File: config.mk
export PLATFORM = sky130hd
export DESIGN_NAME = fd_gen_flat
export DESIGN_NICKNAME = d
export VERILOG_FILES = /design/src/rtl/fd_pkg.sv /design/src/rtl/fd_gen_if.sv /design/src/rtl/fd_cfg_reg.sv /design/src/rtl/fd_gen.sv /design/src/flat_wrapper.sv
export SDC_FILE = /design/constraint.sdc
export NUM_CORES = 1
export LEC_CHECK = 0
export BUFFER_PORTS_ARGS = -buffer_cell sky130_fd_sc_hd__buf_2
export CAP_MARGIN = 25
export CORE_MARGIN = 5
export CORE_UTILIZATION = 50
export CTS_BUF_LIST = sky130_fd_sc_hd__clkbuf_16
export DETAILED_ROUTE_END_ITERATION = 16
export GPL_TIMING_DRIVEN = 0
export PLACE_DENSITY = 0.68
export SYNTH_ARGS = -nofsm -noshare
export SYNTH_HDL_FRONTEND = slang
export SYNTH_SLANG_ARGS = --single-unit
File: constraint.sdc
create_clock -name clk -period 4.75 [get_ports clk]
set_input_delay 1.425 -clock clk [delete_from_list [all_inputs] [get_ports clk]]
set_output_delay 1.425 -clock clk [all_outputs]
set_load 0.02 [all_outputs]
File: src/rtl/fd_pkg.sv
// ============================================================================
//  Module   : fd_pkg
//  Purpose  : Shared types, defaults and config check for the frame-sync
//             generator and the channel blocks it drives.
//  Revision : 1.0 - initial release
// ============================================================================
`default_nettype none

package fd_pkg;

  typedef enum logic [1:0] {
    ST_IDLE = 2'd0,
    ST_HIGH = 2'd1,
    ST_LOW  = 2'd2
  } fd_state_t;

  // 5 kHz frame with 50 % duty from a 25 MHz clock
  localparam int FD_PERIOD_DEF = 5000;
  localparam int FD_HIGH_DEF   = 2500;

  // A frame needs at least one high and one low cycle
  function automatic logic cfg_valid(input logic [31:0] period, input logic [31:0] high);
    return (period >= 32'd2) && (high >= 32'd1) && (high < period);
  endfunction

endpackage

`default_nettype wire

File: src/rtl/fd_gen_if.sv
// ============================================================================
//  Module   : fd_gen_if
//  Purpose  : Control / status bundle of the frame-sync generator.
//  Revision : 1.0 - initial release
// ============================================================================
`default_nettype none

interface fd_gen_if #(
  parameter int CNT_W = 16
);
  logic             en;
  logic             load;
  logic [CNT_W-1:0] period_i;
  logic [CNT_W-1:0] high_i;
  logic             sync;
  logic             fd;
  logic             frame_strb;
  logic             active;
  logic             cfg_err;

  modport master (
    output en, load, period_i, high_i, sync,
    input  fd, frame_strb, active, cfg_err
  );

  modport slave (
    input  en, load, period_i, high_i, sync,
    output fd, frame_strb, active, cfg_err
  );
endinterface

`default_nettype wire

File: src/rtl/fd_cfg_reg.sv
// ============================================================================
//  Module   : fd_cfg_reg
//  Purpose  : Validates runtime period/high loads and holds the active and
//             pending frame configuration. Pending values take effect on
//             the apply strobe (frame start).
//  Revision : 1.0 - initial release
// ============================================================================
`default_nettype none

module fd_cfg_reg
  import fd_pkg::*;
#(
  parameter int CNT_W      = 16,
  parameter int PERIOD_DEF = FD_PERIOD_DEF,
  parameter int HIGH_DEF   = FD_HIGH_DEF
) (
  input  wire logic             clk,
  input  wire logic             rst,
  input  wire logic             i_load,
  input  wire logic [CNT_W-1:0] i_period,
  input  wire logic [CNT_W-1:0] i_high,
  input  wire logic             i_idle,
  input  wire logic             i_apply,
  output logic      [CNT_W-1:0] o_period,
  output logic      [CNT_W-1:0] o_high,
  output logic                  o_cfg_err
);

  logic [CNT_W-1:0] r_period;
  logic [CNT_W-1:0] r_high;
  logic [CNT_W-1:0] r_pend_period;
  logic [CNT_W-1:0] r_pend_high;
  logic             r_pend_vld;
  logic             r_cfg_err;
  logic             w_valid;

  assign w_valid = cfg_valid(32'(i_period), 32'(i_high));

  // Load validation, direct update while idle, deferred update while framing.
  // A load coinciding with a frame start is deferred so it never alters the
  // frame that is just beginning.
  always_ff @(posedge clk or posedge rst) begin
    if (rst) begin
      r_period      <= CNT_W'(PERIOD_DEF);
      r_high        <= CNT_W'(HIGH_DEF);
      r_pend_period <= '0;
      r_pend_high   <= '0;
      r_pend_vld    <= 1'b0;
      r_cfg_err     <= 1'b0;
    end else begin
      if (i_apply && r_pend_vld) begin
        r_period   <= r_pend_period;
        r_high     <= r_pend_high;
        r_pend_vld <= 1'b0;
      end
      if (i_load) begin
        if (w_valid) begin
          r_cfg_err <= 1'b0;
          if (i_idle && !i_apply) begin
            // Direct write supersedes anything still pending
            r_period   <= i_period;
            r_high     <= i_high;
            r_pend_vld <= 1'b0;
          end else begin
            r_pend_period <= i_period;
            r_pend_high   <= i_high;
            r_pend_vld    <= 1'b1;
          end
        end else begin
          r_cfg_err <= 1'b1;
        end
      end
    end
  end

  assign o_period  = r_period;
  assign o_high    = r_high;
  assign o_cfg_err = r_cfg_err;

endmodule

`default_nettype wire

File: src/rtl/fd_gen.sv
// ============================================================================
//  Module   : fd_gen
//  Purpose  : Frame-sync transmitter. Produces the periodic fd level and a
//             one-cycle frame strobe on every rise, with runtime period/high
//             programming and external phase resynchronisation.
//  Revision : 1.0 - initial release
// ============================================================================
`default_nettype none

module fd_gen
  import fd_pkg::*;
#(
  parameter int CNT_W      = 16,
  parameter int PERIOD_DEF = FD_PERIOD_DEF,
  parameter int HIGH_DEF   = FD_HIGH_DEF
) (
  input wire logic clk,
  input wire logic rst,
  fd_gen_if.slave  bus
);

  fd_state_t        r_state;
  logic [CNT_W-1:0] r_cnt;
  logic             r_fd;
  logic             r_strb;
  logic             r_active;

  logic [CNT_W-1:0] w_period;
  logic [CNT_W-1:0] w_high;
  logic             w_cfg_err;
  logic             w_in_frame;
  logic             w_high_end;
  logic             w_period_end;
  logic             w_start;

  assign w_in_frame   = (r_state != ST_IDLE);
  assign w_high_end   = (r_state == ST_HIGH) && (r_cnt == w_high - CNT_W'(1));
  assign w_period_end = (r_state == ST_LOW) && (r_cnt == w_period - CNT_W'(1));
  // Sync only matters mid-frame; from IDLE en alone starts a frame, and a
  // sync landing on the natural period end merges into the same start.
  assign w_start      = bus.en && (!w_in_frame || bus.sync || w_period_end);

  fd_cfg_reg #(
    .CNT_W      (CNT_W),
    .PERIOD_DEF (PERIOD_DEF),
    .HIGH_DEF   (HIGH_DEF)
  ) u_cfg (
    .clk       (clk),
    .rst       (rst),
    .i_load    (bus.load),
    .i_period  (bus.period_i),
    .i_high    (bus.high_i),
    .i_idle    (!w_in_frame),
    .i_apply   (w_start),
    .o_period  (w_period),
    .o_high    (w_high),
    .o_cfg_err (w_cfg_err)
  );

  // Frame FSM with phase counter and registered outputs
  always_ff @(posedge clk or posedge rst) begin
    if (rst) begin
      r_state  <= ST_IDLE;
      r_cnt    <= '0;
      r_fd     <= 1'b0;
      r_strb   <= 1'b0;
      r_active <= 1'b0;
    end else begin
      r_strb <= 1'b0;
      if (w_start) begin
        r_state  <= ST_HIGH;
        r_cnt    <= '0;
        r_fd     <= 1'b1;
        r_strb   <= 1'b1;
        r_active <= 1'b1;
      end else begin
        case (r_state)
          ST_HIGH: begin
            r_cnt <= r_cnt + CNT_W'(1);
            if (w_high_end) begin
              r_state <= ST_LOW;
              r_fd    <= 1'b0;
            end
          end
          ST_LOW: begin
            if (w_period_end) begin
              r_state  <= ST_IDLE;
              r_cnt    <= '0;
              r_active <= 1'b0;
              r_fd     <= 1'b0;
            end else begin
              r_cnt <= r_cnt + CNT_W'(1);
            end
          end
          default: begin
            r_state  <= ST_IDLE;
            r_cnt    <= '0;
            r_fd     <= 1'b0;
            r_active <= 1'b0;
          end
        endcase
      end
    end
  end

  assign bus.fd         = r_fd;
  assign bus.frame_strb = r_strb;
  assign bus.active     = r_active;
  assign bus.cfg_err    = w_cfg_err;

endmodule

`default_nettype wire
File: src/flat_wrapper.sv
// flat-port wrapper written by rule: the top's interface ports become plain ports
module fd_gen_flat import fd_pkg::*;
#(
  parameter int CNT_W      = 16,
  parameter int PERIOD_DEF = FD_PERIOD_DEF,
  parameter int HIGH_DEF   = FD_HIGH_DEF
)
  (clk, rst, bus_en, bus_load, bus_period_i, bus_high_i, bus_sync, bus_fd, bus_frame_strb, bus_active, bus_cfg_err);
  fd_gen_if #(.CNT_W(CNT_W)) bus_i ();
  input wire logic clk;
  input wire logic rst;
  input wire logic [$bits(bus_i.en)-1:0] bus_en;
  input wire logic [$bits(bus_i.load)-1:0] bus_load;
  input wire logic [$bits(bus_i.period_i)-1:0] bus_period_i;
  input wire logic [$bits(bus_i.high_i)-1:0] bus_high_i;
  input wire logic [$bits(bus_i.sync)-1:0] bus_sync;
  output wire logic [$bits(bus_i.fd)-1:0] bus_fd;
  output wire logic [$bits(bus_i.frame_strb)-1:0] bus_frame_strb;
  output wire logic [$bits(bus_i.active)-1:0] bus_active;
  output wire logic [$bits(bus_i.cfg_err)-1:0] bus_cfg_err;
  assign bus_i.en = bus_en;
  assign bus_i.load = bus_load;
  assign bus_i.period_i = bus_period_i;
  assign bus_i.high_i = bus_high_i;
  assign bus_i.sync = bus_sync;
  assign bus_fd = bus_i.fd;
  assign bus_frame_strb = bus_i.frame_strb;
  assign bus_active = bus_i.active;
  assign bus_cfg_err = bus_i.cfg_err;
  fd_gen #(.CNT_W(CNT_W), .PERIOD_DEF(PERIOD_DEF), .HIGH_DEF(HIGH_DEF)) u_core (.clk(clk), .rst(rst), .bus(bus_i));
endmodule
* After elaboration in Yosys (flattened, before gate mapping)
Cells that the tools add are included.
** Word-level totals
- Bits in registers :: 87
- Output and inout bits :: 4
- Word-level logic and storage cells :: 67
- Input port bits :: 37
** Cells by class
- Bitwise gates (word level) :: 1
- Add/sub/neg operators :: 3
- Reduce and logical (&&, ||, !) cells :: 15
- Mux-type cells :: 27
- Eq/ne operators :: 7
- Magnitude comparators :: 3
** Operators by type and width (count)
- 2-to-1 mux 16 bit :: 10
- equality test 16 bit :: 2
- case mux 16 bit (2 select lines) :: 1
- subtractor 16 x 1 -> 16 bit (second input constant) :: 2
- adder 16 x 1 -> 16 bit (second input constant) :: 1
- greater-or-equal comparator 16 x 1 -> 1 bit (second input constant) :: 1
- greater-or-equal comparator 16 x 2 -> 1 bit (second input constant) :: 1
- less-than comparator 16 bit :: 1
- 2-to-1 mux 1 bit :: 10
- logical AND 1 bit :: 7
- 2-to-1 mux 2 bit :: 3
- != test 3 x 2 -> 1 bit (second input constant) :: 2
- case mux 1 bit (2 select lines) :: 2
- case mux 2 bit (2 select lines) :: 1
- AND reduction 2 bit :: 2
- AND reduction 3 bit :: 1
- equality test 2 x 1 -> 1 bit (second input constant) :: 1
- equality test 2 bit (second input constant) :: 1
- zero test 1 bit :: 2
- logical OR 1 bit :: 2
- != test 2 bit (second input constant) :: 1
- nonzero test 2 bit :: 1
- NOT 1 bit :: 1

* Longest topological paths before layout
- Depth after elaboration :: 10
- Mapped depth :: 12
- Mapped depth without buffers :: 10

* By module
From an unflattened synthesis, not the netlist that was laid out.
** Unflattened totals
- Cell total of the unflattened synthesis :: 515
- Area, all modules :: 5654.2 um^2
** Modules (own cells, without submodules)
- fd_cfg_reg :: sequential area each 1664.1 um^2, instances 1, area an instance 3450.8 um^2, cells each 242
- fd_gen :: sequential area each 500.5 um^2, instances 1, area an instance 2203.4 um^2, cells each 273

* Worst setup path before layout
Ideal clock, no wire load.
- Kind :: input to register
- Start :: input bus_period_i[5]
- End :: register u_core.u_cfg.r_pend_high[0]
- Setup slack :: 0.955 ns
- Required time :: 4.625 ns
- Cell stages on the path :: 10
- Buffers on the path :: 1
- Library setup time :: 0.125 ns
- Data arrival time :: 3.671 ns
- Cells stage by stage :: inv_1 ha_1 a21o_1 a211oi_1 o211ai_1 a221oi_1 o21ai_0 nor2_1 clkbuf_1 mux2_2
** Between the ends
- Cells in the longest elaborated chain, start to end :: 4
- Elaborated cells on any way between the ends :: 5
- Those cells by class :: order compare: 2; reduce/logical: 3
** Ends and longest elaborated chain
- from (decl) :: line flat_wrapper.sv:14 : input wire logic [$bits(bus_i.period_i)-1:0] bus_period_i;
- greater-or-equal comparator 16 x 2 -> 1 bit :: line fd_pkg.sv:23 : return (period >= 32'd2) && (high >= 32'd1) && (high < period);
- logical AND 1 bit :: line fd_pkg.sv:23
- logical AND 1 bit * :: line fd_pkg.sv:23
- AND reduction 3 bit (no source line) *
- to (signal assigned) :: line fd_cfg_reg.sv:66 : r_pend_high <= i_high;
- to (decl) :: line fd_cfg_reg.sv:32 : logic [CNT_W-1:0] r_pend_high;
Mark *: on every way between the ends. The rest lies on a longest branch, timed or not.
A chain may end at the register's enable or synchronous reset.

* Worst setup path in the final report
- Start :: input bus_period_i[5]
- End :: register u_core.u_cfg.r_pend_high[9]
The elaborated chain is that of the path after synthesis.

==> results.cfg <==
[outcome]
outcome = finished clean

[global_routing]
grt_max_degree = 65
grtUsageTotal_pct = 22.1
grt_antenna_before_repair = 0
grt_pass1_vias = 4294
grt_pass1_wl_um = 22500
grt-ovfl-total = 0

[synth]
avgSynthCellArea_um2 = 9.65
synthFlopType = dfrtp_1
syn_area_um2 = 5310
synthDominantCellAreaShare_pct = 35.8
ys_seq_area_share_pct = 40.8
syn_inst = 550
synthArstFlopShare_pct = 100
synth_top_family_by_area = simple AND/OR/NAND/NOR gates
synth_area_leaders = dfrtp_1 36%, mux2_2 6.8%, dfstp_2 4.9%, ha_1 4.9%, xnor2_1 4.9%
yosys_warnings = 0
synth-compound-area-share_pct = 13.6
synth-simple-area-share_pct = 16.2
synth_edf_count = 0
synth_top_area_cell = dfrtp_1
synth_most_common_cell = dfrtp_1
synthMuxAreaShare_pct = 10.7
synth_nets = 608
synth_seq_cells = 86
synth_cell_types = 62
synth_xor_area_share_pct = 8.58
synth_top_cells_by_count = 76 x dfrtp_1, 51 x nor2_1, 46 x nand2_1, 32 x mux2_2, 30 x xnor2_1
yosys.area_share.adder_pct = 4.95

[detailed_routing]
drt-initial-drc-count = 239
drt_pass1_iterations = 5
avgRoutedWirePerCell_um = 18.2
drc = 0
avgViaCountPerCell = 5.87
antenna_left = 0
vias = 4359
routed_wl_um = 13500

[timing]
tightest_slew_ns = 0.632
layout_min_cycle_time_ns = 4.43
finalHoldViolCount = 0
relSlewSlack_pct = 57.3
worst_slack_ns = 0.321
tns_ns = 0
max_freq_ghz = 0.226
fin_crit_sh_pct = 93.2
rsz0062_at_grt = false
finClkSkew_ns = 0.00853
report.final.setup_viol = 0
maxSlewViolCount = 0

[worst_setup_path]
crit_fanout = 10
r2r-start = u_core.u_cfg.o_period[9]$_DFF_PP1_
crit_required_ns = 4.98
start_kind = input pin
end_kind = flip-flop
path_cells = buf_2, inv_1, ha_1, a21o_1, a211oi_1, o211ai_1, a221oi_1, o21ai_0, nor2_1, clkbuf_1, mux2_2
slowest_stage = a221oi_1
slowest_delay_ns = 0.53
rr_worst_depth = 10
crit_type = in -> reg
setup.worst_path.start = bus_period_i[5]
cp.arrival_ns = 4.66

[power_and_ir_drop]
pwr-share-seq_pct = 40.6
p_sw_share_pct = 38.5
power_leakage_nw = 2.49
total_power_mw = 3.04
p_int_mw = 1.87
net-switching-power_mw = 1.17
power_density_nw_per_um2 = 507
combPwrFrac_pct = 36.8
vdd_drop_max_mv = 0.229
clock_power_share_pct = 22.6

[clocking]
clockBufferDepth = 2
h-tree-depth = 3
path_clk_slew_ns = 0.06
cts_tree = yes
clk_latency_ns = 0.35
cts_setup_buffers = 0
cts-buffers-inserted = 9
post_cts_resized = 0
ctsRootBufferMaster = clkbuf_16
cts.hold.buffers_added = 0
clock_sinks = 86

[layout]
seq_area_um2 = 2160
drive_gt1_share_pct = 19.1
syn_to_final_growth_pct = 12.9
nFillCells = 928
nNetsFinal = 660
diodes = 0
multiInputGateArea_um2 = 2870
fin_util_pct = 58.0

[floorplan]
die_x_um = 113
die_h_um = 113
initial_core_util_pct = 51.4
rows = 37
core-area_um2 = 10300
io_pins = 41
fp.dieArea_um2 = 12800

[hold_path]
min_path_cells = 1
holdCritStartpoint = u_core.u_cfg.o_cfg_err$_DFFE_PP0P_
hold_path_class = reg -> reg

[place]
dp_hpwl_um = 10300
gp_congestion = 0.877
port_buffers = 40
pre_cts_ws_ns = -0.0559

[run]
maxCapViolations = 0
[flip-flops by register name, summed over array words and instances (netlist names)]
register and cells:
u_core.u_cfg.o_high 16, u_core.r_state 2, u_core.u_cfg.r_pend_period 16, u_core.r_cnt 16
u_core.u_cfg.r_pend_vld 1, u_core.u_cfg.o_cfg_err 1, u_core.bus.frame_strb 1, u_core.u_cfg.r_pend_high 16
u_core.u_cfg.o_period 16, u_core.bus.active 1
[cell type report]
type	instances	share of cell area [%]
sequential	86	36.1
clock inverter	7	0.961
inverter	28	1.80
tap	136	2.84
multi-input combinational	400	47.9
timing repair buffer	41	3.80
clock buffer	9	3.76
buffer	36	2.78
[layer usage]
layer	global-route usage, %	vias up	share of wire [%]
met5	0	-	0
met4	6.81	0	1.4
met3	3.05	18	4.3
met2	35.6	116	48
met1	31.0	2138	46
li1	-	2087	-
[final timing paths]
| path | to | slack [ns] |
|---|---|---|
| max | u_core.u_cfg.r_pend_high[9]$_DFFE_PP0P_ | 0.32 |
| min | u_core.u_cfg.o_cfg_err$_DFFE_PP0P_ | 0.47 |
| max reg2reg | u_core.u_cfg.o_period[2]$_DFF_PP0_ | 1.25 |
| min reg2reg | u_core.u_cfg.o_cfg_err$_DFFE_PP0P_ | 0.47 |
| max in group asynchronous | u_core.u_cfg.o_period[12]$_DFF_PP1_ | 3.05 |
| min in group asynchronous | u_core.r_cnt[0]$_DFF_PP0_ | 1.04 |
[cell families (layout without fill, tap and decap cells)]
kind of cell / count (synthesis) / count (layout)
simple gates: 176 / 176
compound gates: 98 / 98
mux: 53 / 53
buf+inv: 64 / 121
xor+xnor: 52 / 52
flops: 86 / 86
fa+ha+maj: 21 / 21
[metrics by stage]
| stage | cell area [um^2] | cells | hold WS (ns) |
|---|---|---|---|
| global route | 5990 | 743 | 0.512 |
| finish | 5990 | 743 | 0.471 |
| global placement | 5680 | 726 | 0.460 |
| CTS | 5990 | 743 | 0.479 |
| floorplan | 5310 | 550 | 0.452 |
| detailed placement | 5710 | 727 | 0.467 |
[power by group through the flow]
stage | clock network, mW | registers (mW) | logic (mW)
2_1_floorplan | 0 | 1.16 | 0.882
3_3_place_gp | 0 | 1.23 | 1.07
3_5_place_dp | 0 | 1.24 | 1.11
4_1_cts | 0.695 | 1.23 | 1.11
5_1_grt | 0.733 | 1.27 | 1.25
6_report | 0.686 | 1.23 | 1.12
[worst max-delay path, delay by kind of cell]
kind                       cells  cell delay (ns)
and+or+nand+nor                1             0.47
muxes                          1             0.40
AOI/OAI and AO/OA              5             1.35
buffers and inverters          3             0.70
adders and majority gates      1             0.31
[cell usage in the layout, fill, tap and decap left out, types with 3 or more instances in the layout]
cell type / instances
dfstp_2: 10
inv_1: 28
buf_2: 41
a21oi_1: 27
nand3_1: 13
xor2_1: 22
nand2b_1: 4
a31oi_1: 5
mux2i_1: 21
ha_1: 21
o211ai_1: 5
nor3_1: 13
a21o_1: 4
o31ai_1: 3
nor2b_1: 3
nor4b_1: 3
nand2_1: 46
o221ai_1: 15
and3_1: 4
xnor2_1: 30
clkbuf_16: 9
o31a_1: 3
mux2_2: 32
clkbuf_1: 29
nand4_1: 8
nor2_1: 51
nor4_1: 15
buf_4: 4
o21ai_0: 10
dfrtp_1: 76
inv_6: 3
No activity file was read; power rests on OpenSTA's default activity.
